==> config.mk <==
export PLATFORM = sky130hd
export DESIGN_NAME = fifo_uart_tx
export DESIGN_NICKNAME = d
export VERILOG_FILES = /design/src/rtl/fifo_uart_tx.sv
export SDC_FILE = /design/constraint.sdc
export NUM_CORES = 1
export LEC_CHECK = 0
export BUFFER_PORTS_ARGS = -buffer_cell sky130_fd_sc_hd__buf_2
export CORE_MARGIN = 10
export CORE_UTILIZATION = 50
export CTS_CLUSTER_SIZE = 10
export DETAILED_ROUTE_END_ITERATION = 10
export PLACE_DENSITY = 0.73
export SLEW_MARGIN = 30
export SYNTH_ARGS = -nofsm -noshare
export SYNTH_HDL_FRONTEND = slang
export SYNTH_SLANG_ARGS = --single-unit
export TNS_END_PERCENT = 5
==> constraint.sdc <==
create_clock -name clk -period 2.04 [get_ports clk]
set_input_delay 0.204 -clock clk [delete_from_list [all_inputs] [get_ports clk]]
set_output_delay 0.204 -clock clk [all_outputs]
set_load 0.02 [all_outputs]
==> src/rtl/fifo_uart_tx.sv <==
// fifo_uart_tx: drains a show-ahead FIFO one word at a time onto a UART line.
// Ports: clk, res_n, enable, fifo_empty/fifo_rdata in; fifo_shift_out, tx, busy out.
module fifo_uart_tx #(
  parameter int WIDTH        = 8,
  parameter int CLKS_PER_BIT = 16,
  parameter int PARITY_EN    = 0,
  parameter int STOP_BITS    = 1
) (
  input  logic             clk,
  input  logic             res_n,
  input  logic             enable,
  input  logic             fifo_empty,
  input  logic [WIDTH-1:0] fifo_rdata,
  output logic             fifo_shift_out,
  output logic             tx,
  output logic             busy
);

  localparam int CW = $clog2(2 * CLKS_PER_BIT);
  localparam int BW = $clog2(WIDTH + 1);

  localparam logic [CW-1:0] BIT_END =
    CW'(CLKS_PER_BIT - 1);
  localparam logic [CW-1:0] STOP_END =
    CW'(STOP_BITS * CLKS_PER_BIT - 1);
  localparam logic [BW-1:0] LAST_BIT =
    BW'(WIDTH - 1);

  typedef enum logic [2:0] {
    IDLE,
    START,
    DATA,
    PARITY,
    STOP
  } state_t;

  state_t           state_q, state_d;
  logic [CW-1:0]    cnt_q, cnt_d;
  logic [BW-1:0]    bit_q, bit_d;
  logic [WIDTH-1:0] sh_q, sh_d;
  logic             par_q, par_d;
  logic             tx_q, tx_d;
  logic             pop;

  // Pop is masked by res_n so no strobe leaks out while held in reset.
  assign pop = enable & ~fifo_empty &
               (state_q == IDLE) & res_n;

  assign fifo_shift_out = pop;
  assign tx             = tx_q;
  assign busy           = (state_q != IDLE);

  always_ff @(posedge clk or negedge res_n) begin
    if (!res_n) begin
      state_q <= IDLE;
      cnt_q   <= '0;
      bit_q   <= '0;
      sh_q    <= '0;
      par_q   <= 1'b0;
      tx_q    <= 1'b1;
    end else begin
      state_q <= state_d;
      cnt_q   <= cnt_d;
      bit_q   <= bit_d;
      sh_q    <= sh_d;
      par_q   <= par_d;
      tx_q    <= tx_d;
    end
  end

  always_comb begin
    state_d = state_q;
    cnt_d   = cnt_q + CW'(1);
    bit_d   = bit_q;
    sh_d    = sh_q;
    par_d   = par_q;
    tx_d    = tx_q;
    unique case (state_q)
      IDLE: begin
        cnt_d = '0;
        if (pop) begin
          sh_d    = fifo_rdata;
          par_d   = ^fifo_rdata;
          tx_d    = 1'b0;
          state_d = START;
        end
      end
      START: begin
        if (cnt_q == BIT_END) begin
          cnt_d   = '0;
          bit_d   = '0;
          tx_d    = sh_q[0];
          state_d = DATA;
        end
      end
      DATA: begin
        if (cnt_q == BIT_END) begin
          cnt_d = '0;
          if (bit_q == LAST_BIT) begin
            if (PARITY_EN != 0) begin
              tx_d    = par_q;
              state_d = PARITY;
            end else begin
              tx_d    = 1'b1;
              state_d = STOP;
            end
          end else begin
            sh_d  = sh_q >> 1;
            tx_d  = sh_d[0];
            bit_d = bit_q + BW'(1);
          end
        end
      end
      PARITY: begin
        if (cnt_q == BIT_END) begin
          cnt_d   = '0;
          tx_d    = 1'b1;
          state_d = STOP;
        end
      end
      STOP: begin
        if (cnt_q == STOP_END) begin
          cnt_d   = '0;
          state_d = IDLE;
        end
      end
      default: begin
        state_d = IDLE;
      end
    endcase
  end

endmodule

==> results of run 1 <==
## layer usage
layer,wire [µm],vias up
met4,19,0
li1,-,416
met2,1110,16
met3,113,2
met5,0,-
met1,1000,391
## power by group through the flow
stage / clock network (mW) / logic [mW] / registers [mW]
global placement: 0 / 0.448 / 0.643
floorplan: 0 / 0.320 / 0.647
finish: 0.199 / 0.477 / 0.643
global route: 0.228 / 0.537 / 0.662
CTS: 0.208 / 0.468 / 0.641
detailed placement: 0 / 0.461 / 0.647
## area by class of cell
class                           instances  area share (%)
Timing Repair Buffer                   24            11.4
Clock buffer                            4            1.87
Tap cell                               28            2.49
Sequential cell                        21            37.5
Multi-Input combinational cell         74            45.5
Inverter                                5            1.33
## Yosys cell counts (all sizes together)
library cell   n
xnor2          1
nand2b         4
nor2b          4
mux2i          3
o32ai          1
o22ai          1
mux2          15
a211oi         1
o211ai         1
a21oi          6
and3           1
ha             5
a31oi          1
inv            5
or2            1
buf            3
and3b          1
or2b           1
o21ai          4
nand3          3
nand2          5
o21ba          1
clkbuf         1
nand3b         1
xor2           1
or3            2
nor2           7
dfstp          1
dfrtp         20
a31o           1
nor3           2
## flip-flops by register name, indices dropped and copies added (netlist names)
name and count:
sh_q 8, state_q 3, cnt_q 5, bit_q 4, tx 1
## cells by family after synthesis
logic type | after synthesis | synth area share [%]
AO/OA/AOI/OAI | 17 | 8.90
XOR/XNOR | 2 | 1.48
adder cells (fa/ha/maj) | 5 | 5.30
buffers and inverters | 9 | 4.24
flip-flops | 21 | 44.6
multiplexers | 18 | 19.4
AND/OR/NAND/NOR | 32 | 16.1
## stage by stage
| stage | std cells | setup slack (ns) | hold WS, ns | total power, mW |
|---|---|---|---|---|
| after floorplan | 104 | 0.0523 | -0.0916 | 0.967 |
| after global placement | 150 | 0.0497 | 0.232 | 1.09 |
| after detailed placement | 150 | 0.0234 | 0.237 | 1.11 |
| after CTS | 155 | 0.0337 | 0.248 | 1.32 |
| after global routing | 156 | 0.00499 | 0.250 | 1.43 |
| final | 156 | 0.0867 | 0.256 | 1.32 |
## placed cells by master, fill, tap and decap left out, drive strengths merged, types with 2 or more instances in the layout
cell	count
a21oi	6
nand2	5
nand3	3
mux2i	3
nor2b	4
or3	2
dfrtp	20
o21ai	4
buf	23
nor2	7
inv	5
mux2	15
clkbuf	4
ha	5
nor3	2
nand2b	4
## what timing repair did
| action | CTS | global route |
|---|---|---|
| resized for setup | 1 | 1 |
| buffers inserted | 0 | 1 |
| hold buffers | 1 | 0 |
| endpoints found under the hold margin | 20 | 0 |
| pin swaps | 0 | 2 |
| setup endpoints to repair | 3 | 8 |
## critical path, cell delays in order, from the launching register on
cell and delay (ns):
sky130_fd_sc_hd__dfrtp_1 0.38, sky130_fd_sc_hd__ha_2 0.19, sky130_fd_sc_hd__and3_4 0.21, sky130_fd_sc_hd__ha_4 0.14, sky130_fd_sc_hd__nand2b_4 0.05, sky130_fd_sc_hd__or3_4 0.36, sky130_fd_sc_hd__nand2b_4 0.09, sky130_fd_sc_hd__buf_12 0.13
sky130_fd_sc_hd__mux2_4 0.30
## how the worst max path moves through the flow
stage,startpoint,endpoint,cells past startpoint
2_1_floorplan,cnt_q[0],sh_q[0],8
3_3_place_gp,cnt_q[0],sh_q[7],8
3_5_place_dp,cnt_q[0],sh_q[2],8
4_1_cts,cnt_q[0],sh_q[7],8
5_1_grt,cnt_q[1],sh_q[7],8
6_report,cnt_q[1],sh_q[7],8
==> flow_metrics.tcl, run 1 <==
set metrics [dict create \
    number_of_global_route_vias_before_repair 921 \
    worst-endpoint-required_ns 2.24 \
    leakage_nw 0.631 \
    place.gp.congestion 0.812 \
    final-hold-violation-count 0 \
    combPwrFrac_pct 36.2 \
    grt-ovfl-total 0 \
    min_path_cells 3 \
    crit_type "flop to flop" \
    clock_insertion_delay_worst_skew_ns 0.30 \
    grt_use_met1_pct 13.5 \
    ctsLongestPathBuffers 2 \
    number_of_antenna_violations_at_the_first_check_in_global_routing 0 \
    utilization_pct 63.0 \
    synth_top_area_share_pct 42.4 \
    placement.cell_area_um2 1350 \
    globalRouteMet2Util_pct 18.8 \
    vdd.ir_drop.worst_uv 729 \
    met3_global_route_usage_pct 3.22 \
    category_of_the_worst_setup_path_launch_point "flop" \
    switching_power_mw 0.405 \
    final_antenna_net_count 0 \
    grt_max_degree 22 \
    multi_input_area_um2 639 \
    min_to "sh_q[7]" \
    synth.cell_area_um2 1180 \
    die_area_um2 4710 \
    yosys.cell_types.count 34 \
    cts_root_buffer "sky130_fd_sc_hd__clkbuf_4" \
    wl_mm 2.25 \
    timing.rr.start "cnt_q[1]" \
    post_cts_clock_slew_at_the_launch_and_capture_registers_of_the_worst_setup_and_hold_paths_ns 0.11 \
    routed-via-count 825 \
    placeableCoreArea_um2 2230 \
    grt.busiest_layer "met2" \
    run_status "finished, final reports clean" \
    core.rowCount 17 \
    seq_power_share_pct 48.7 \
    synth_seq_cells 21 \
    cts_buffers 3 \
    initial_utilization_pct 52.9 \
    fillerInstances 191 \
    drc 0 \
    finish.instance_area_um2 1410 \
    tritoncts "yes" \
    design.final.nets 146 \
    timing.slew.headroom_pct 71.0 \
    worst_setup_slack_for_register_to_register_paths_ns 0.09 \
    insertedDiodeCount 0 \
    horizontal_die_dimension_um 68.6 \
    max_freq_mhz 512 \
    relative_contribution_of_the_clock_network_to_total_power_pct 15.1 \
    routed_wire_length_per_instance_um 14.4 \
    max-cap-violations 0 \
    final-seq-area_um2 527 \
    port-buffer-count 14 \
    worstHoldPathType "input pin to flop" \
    hpwl_mm 1.69 \
    period_share_pct 95.7 \
    routed_via_density 5.29 \
    power_switching_share_pct 30.7 \
    detail_route.first_pass.iterations 4 \
    rsz_0062_raised_after_global_routing "false" \
    ys_warn_count 0 \
    timing.reg2reg.worst_path_depth 8 \
    synth.avg_cell_area_um2 11.4 \
    area_growth_syn_to_layout_pct 19.1 \
    power_dens_cells_nw_per_um2 938 \
    post_synth_main_area_contributors "sky130_fd_sc_hd__dfrtp_1, sky130_fd_sc_hd__mux2_4, sky130_fd_sc_hd__mux2_2" \
    maxSlewViolCount 0 \
    cell_internal_pwr_mw 0.915 \
    grt_util_all_layers_pct 11.1 \
    worst-slew-pin-transition_ns 0.430 \
    worstReg2RegEnd "sh_q[7]" \
    critical_path.max_fanout 8 \
    synth-seq-area-share_pct 44.6 \
    hold_path.startpoint "fifo_rdata[7]" \
    synthesis.nets 121 \
    worst_clock_skew_ns 0.00342 \
    pin_count 15 \
    setup-tns-final_ns 0 \
    grt_pass1_wl_mm 4.08 \
    drive_gt1_share_pct 41.4 \
    timing.final.crit_period_ns 1.95 \
    clock_sink_count 21 \
    end_kind "flop" \
    arrival_ns 2.15 \
    initialDrtViolationCount 24 \
    timing.final.setup_violations 0 \
    synthCells 104 \
    fp.dieH_um 68.6 \
    netlist.top_cell.by_area "sky130_fd_sc_hd__dfrtp_1" \
    cts_max_level 1 \
]
Power figures use the tool's default switching activity.
==> run 2: changes to the inputs <==
CORE_UTILIZATION = 56   (was 50)
PLACE_DENSITY = 0.78   (was 0.73)
SLEW_MARGIN = 20   (was 30)
clock period = 2.17 ns   (was 2.04 ns; I/O delays follow)
==> run 2 against run 1 <==
Combinational power is 9.6% lower. Die area decreased by 7.7%. Clock power decreased by 4%. Largest power group unchanged. Worst setup slack better by 0.012 ns. Non-clock buffer count fell by 2. Wire length up 7.8%. First-iteration DRC count shrank 33%. Critical path depth stayed put. Total power is 6.3% lower. Final area down 3.1%. Maximum frequency fell by 5.7%.
==> flow_metrics.tcl, run 2 (synthesized netlist as in run 1, its figures left out) <==
set metrics [dict create \
    worst-endpoint-required_ns 2.38 \
    max_freq_mhz 483 \
    combPwrFrac_pct 34.9 \
    grt_util_all_layers_pct 12.0 \
    setup-tns-final_ns 0 \
    period_share_pct 95.5 \
    crit_type "flop to flop" \
    cpPeakStageDelay_ns 0.42 \
    numPlacedInstances 147 \
    worst_clock_skew_ns 0.00134 \
    detail_route.first_pass.iterations 4 \
    routed_via_density 5.51 \
    tritoncts "yes" \
    post_cts_clock_slew_at_the_launch_and_capture_registers_of_the_worst_setup_and_hold_paths_ns 0.11 \
    initial_utilization_pct 59.6 \
    worstHoldPathType "input pin to flop" \
    critical_path.cell_chain "ha_1 -> and3_1 -> ha_1 -> nand2b_1 -> or3_4 -> nand2b_4 -> buf_12 -> mux2_4" \
    grt-ovfl-total 0 \
    clock_sink_count 21 \
    timing.final.setup_violations 0 \
    placeableCoreArea_um2 1980 \
    fp.dieH_um 65.9 \
    switching_power_mw 0.393 \
    design.final.nets 144 \
    category_of_the_worst_setup_path_launch_point "flop" \
    final_antenna_net_count 0 \
    fin_cells 153 \
    die_area_um2 4350 \
    worst-slew-pin-transition_ns 0.448 \
    final-hold-violation-count 0 \
    end_kind "flop" \
    cts_root_buffer "sky130_fd_sc_hd__clkbuf_4" \
    number_of_global_route_vias_before_repair 948 \
    timing.slew.headroom_pct 69.8 \
    post-layout-total-power_mw 1.24 \
    leakage_nw 0.623 \
    area_growth_syn_to_layout_pct 15.4 \
    pin_count 15 \
    drc 0 \
    core.rowCount 16 \
    critical_path.max_fanout 8 \
    vdd.ir_drop.worst_uv 691 \
    seq_power_share_pct 49.6 \
    critical_path.slowest_cell "sky130_fd_sc_hd__or3_4" \
    cell_internal_pwr_mw 0.843 \
    insertedDiodeCount 0 \
    mostFrequentLayoutCell "sky130_fd_sc_hd__dfrtp_1" \
    power_switching_share_pct 31.8 \
    port-buffer-count 14 \
    wl_mm 2.42 \
    timing.final.crit_period_ns 2.07 \
    ctsLongestPathBuffers 2 \
    most_used_cell_cp "sky130_fd_sc_hd__ha_1" \
    place.gp.congestion 0.854 \
    rsz_0062_raised_after_global_routing "false" \
    flip_flop_count_of_the_largest_register_all_copies_and_words_added 8 \
    power_dens_cells_nw_per_um2 907 \
    arrival_ns 2.28 \
    hpwl_mm 1.79 \
    fillerInstances 146 \
    horizontal_die_dimension_um 65.9 \
    max-cap-violations 0 \
    maxSlewViolCount 0 \
    run_status "finished, final reports clean" \
    grt_pass1_wl_mm 4.16 \
    layout.cells.most_common_list "sky130_fd_sc_hd__dfrtp_1, sky130_fd_sc_hd__buf_2, sky130_fd_sc_hd__mux2_4" \
    relative_contribution_of_the_clock_network_to_total_power_pct 15.5 \
    clock_insertion_delay_worst_skew_ns 0.31 \
    initialDrtViolationCount 16 \
    routed-via-count 843 \
    grt_max_degree 22 \
    number_of_antenna_violations_at_the_first_check_in_global_routing 0 \
    utilization_pct 68.8 \
    drive_gt1_share_pct 37.3 \
    registers.top_by_ff_count "sh_q" \
    routed_wire_length_per_instance_um 15.8 \
    cts_max_level 1 \
    leading_registers_by_flop_count "sh_q: 8 flops, cnt_q: 5 flops, bit_q: 4 flops" \
    cts_buffers 3 \
]
==> run 2: cell types whose count changed in the layout (fill, tap and decap cells not counted) <==
cell,before,now
sky130_fd_sc_hd__ha_4,1,0
sky130_fd_sc_hd__and3_4,1,0
sky130_fd_sc_hd__buf_4,8,6
sky130_fd_sc_hd__nand2b_1,2,3
sky130_fd_sc_hd__ha_2,1,0
sky130_fd_sc_hd__nand2b_4,2,1
sky130_fd_sc_hd__and3_1,0,1
sky130_fd_sc_hd__ha_1,3,5
==> run 2: path summary, 6_finish.rpt <==
| kind | from | endpoint | slack [ns] | cells past startpoint |
|---|---|---|---|---|
| worst max-delay path | cnt_q[0] | sh_q[6] | 0.1 | 8 |
| min in group asynchronous | res_n | bit_q[3] | 0.42 | 3 |
| worst min-delay path | fifo_empty | state_q[0] | 0.25 | 4 |
| worst max register to register | cnt_q[0] | sh_q[6] | 0.1 | 8 |
| worst min register to register | bit_q[3] | bit_q[3] | 0.51 | 1 |
| max in group asynchronous | res_n | tx | 1.47 | 3 |
==> run 2: area by class of cell <==
type                       count  area [µm²]  share of cell area, %
timing repair buffer          22         145                   10.7
tap                           27        33.8                   2.48
inverter                       5        18.8                   1.38
multi-input combinational     74         612                   44.9
clock buffer                   4        26.3                   1.93
sequential                    21         527                   38.7
==> run 2: what timing repair did <==
action,CTS,global route
pin swaps,0,0
endpoints found under the setup margin,1,8
resized for setup,0,1
setup buffers,1,0
endpoints found under the hold margin,20,0
hold buffers,1,0
==> run 2: layer usage <==
layer / wire length, µm / vias to the layer above / GRT usage, %
li1: - / 408 / -
met1: 1030 / 416 / 13.7
met2: 1270 / 15 / 20.3
met3: 87 / 4 / 3.39
met4: 33 / 0 / 5.08
met5: 0 / - / 0
==> run 2: power by group through the flow <==
stage / logic (mW) / clock network [mW] / registers [mW]
after floorplan: 0.298 / 0 / 0.607
after global placement: 0.390 / 0 / 0.610
after detailed placement: 0.411 / 0 / 0.620
after CTS: 0.434 / 0.193 / 0.610
after global routing: 0.469 / 0.207 / 0.628
final: 0.431 / 0.191 / 0.614
==> run 2: stage by stage <==
step	hold slack [ns]	instance area [µm²]	worst slack, ns
finish	0.254	1360	0.0987
global route	0.262	1360	0.00520
floorplan	-0.0786	1180	0.0731
global placement	0.248	1310	0.110
CTS	0.249	1360	0.0409
detailed placement	0.244	1310	0.0217
==> run 2: worst max-delay path, delay by kind of cell (launching register included) <==
| kind | cells | cell delay (ns) |
|---|---|---|
| DFF | 1 | 0.37 |
| muxes | 1 | 0.30 |
| and+or+nand+nor | 4 | 0.79 |
| buffers and inverters | 1 | 0.13 |
| adders and majority gates | 2 | 0.36 |
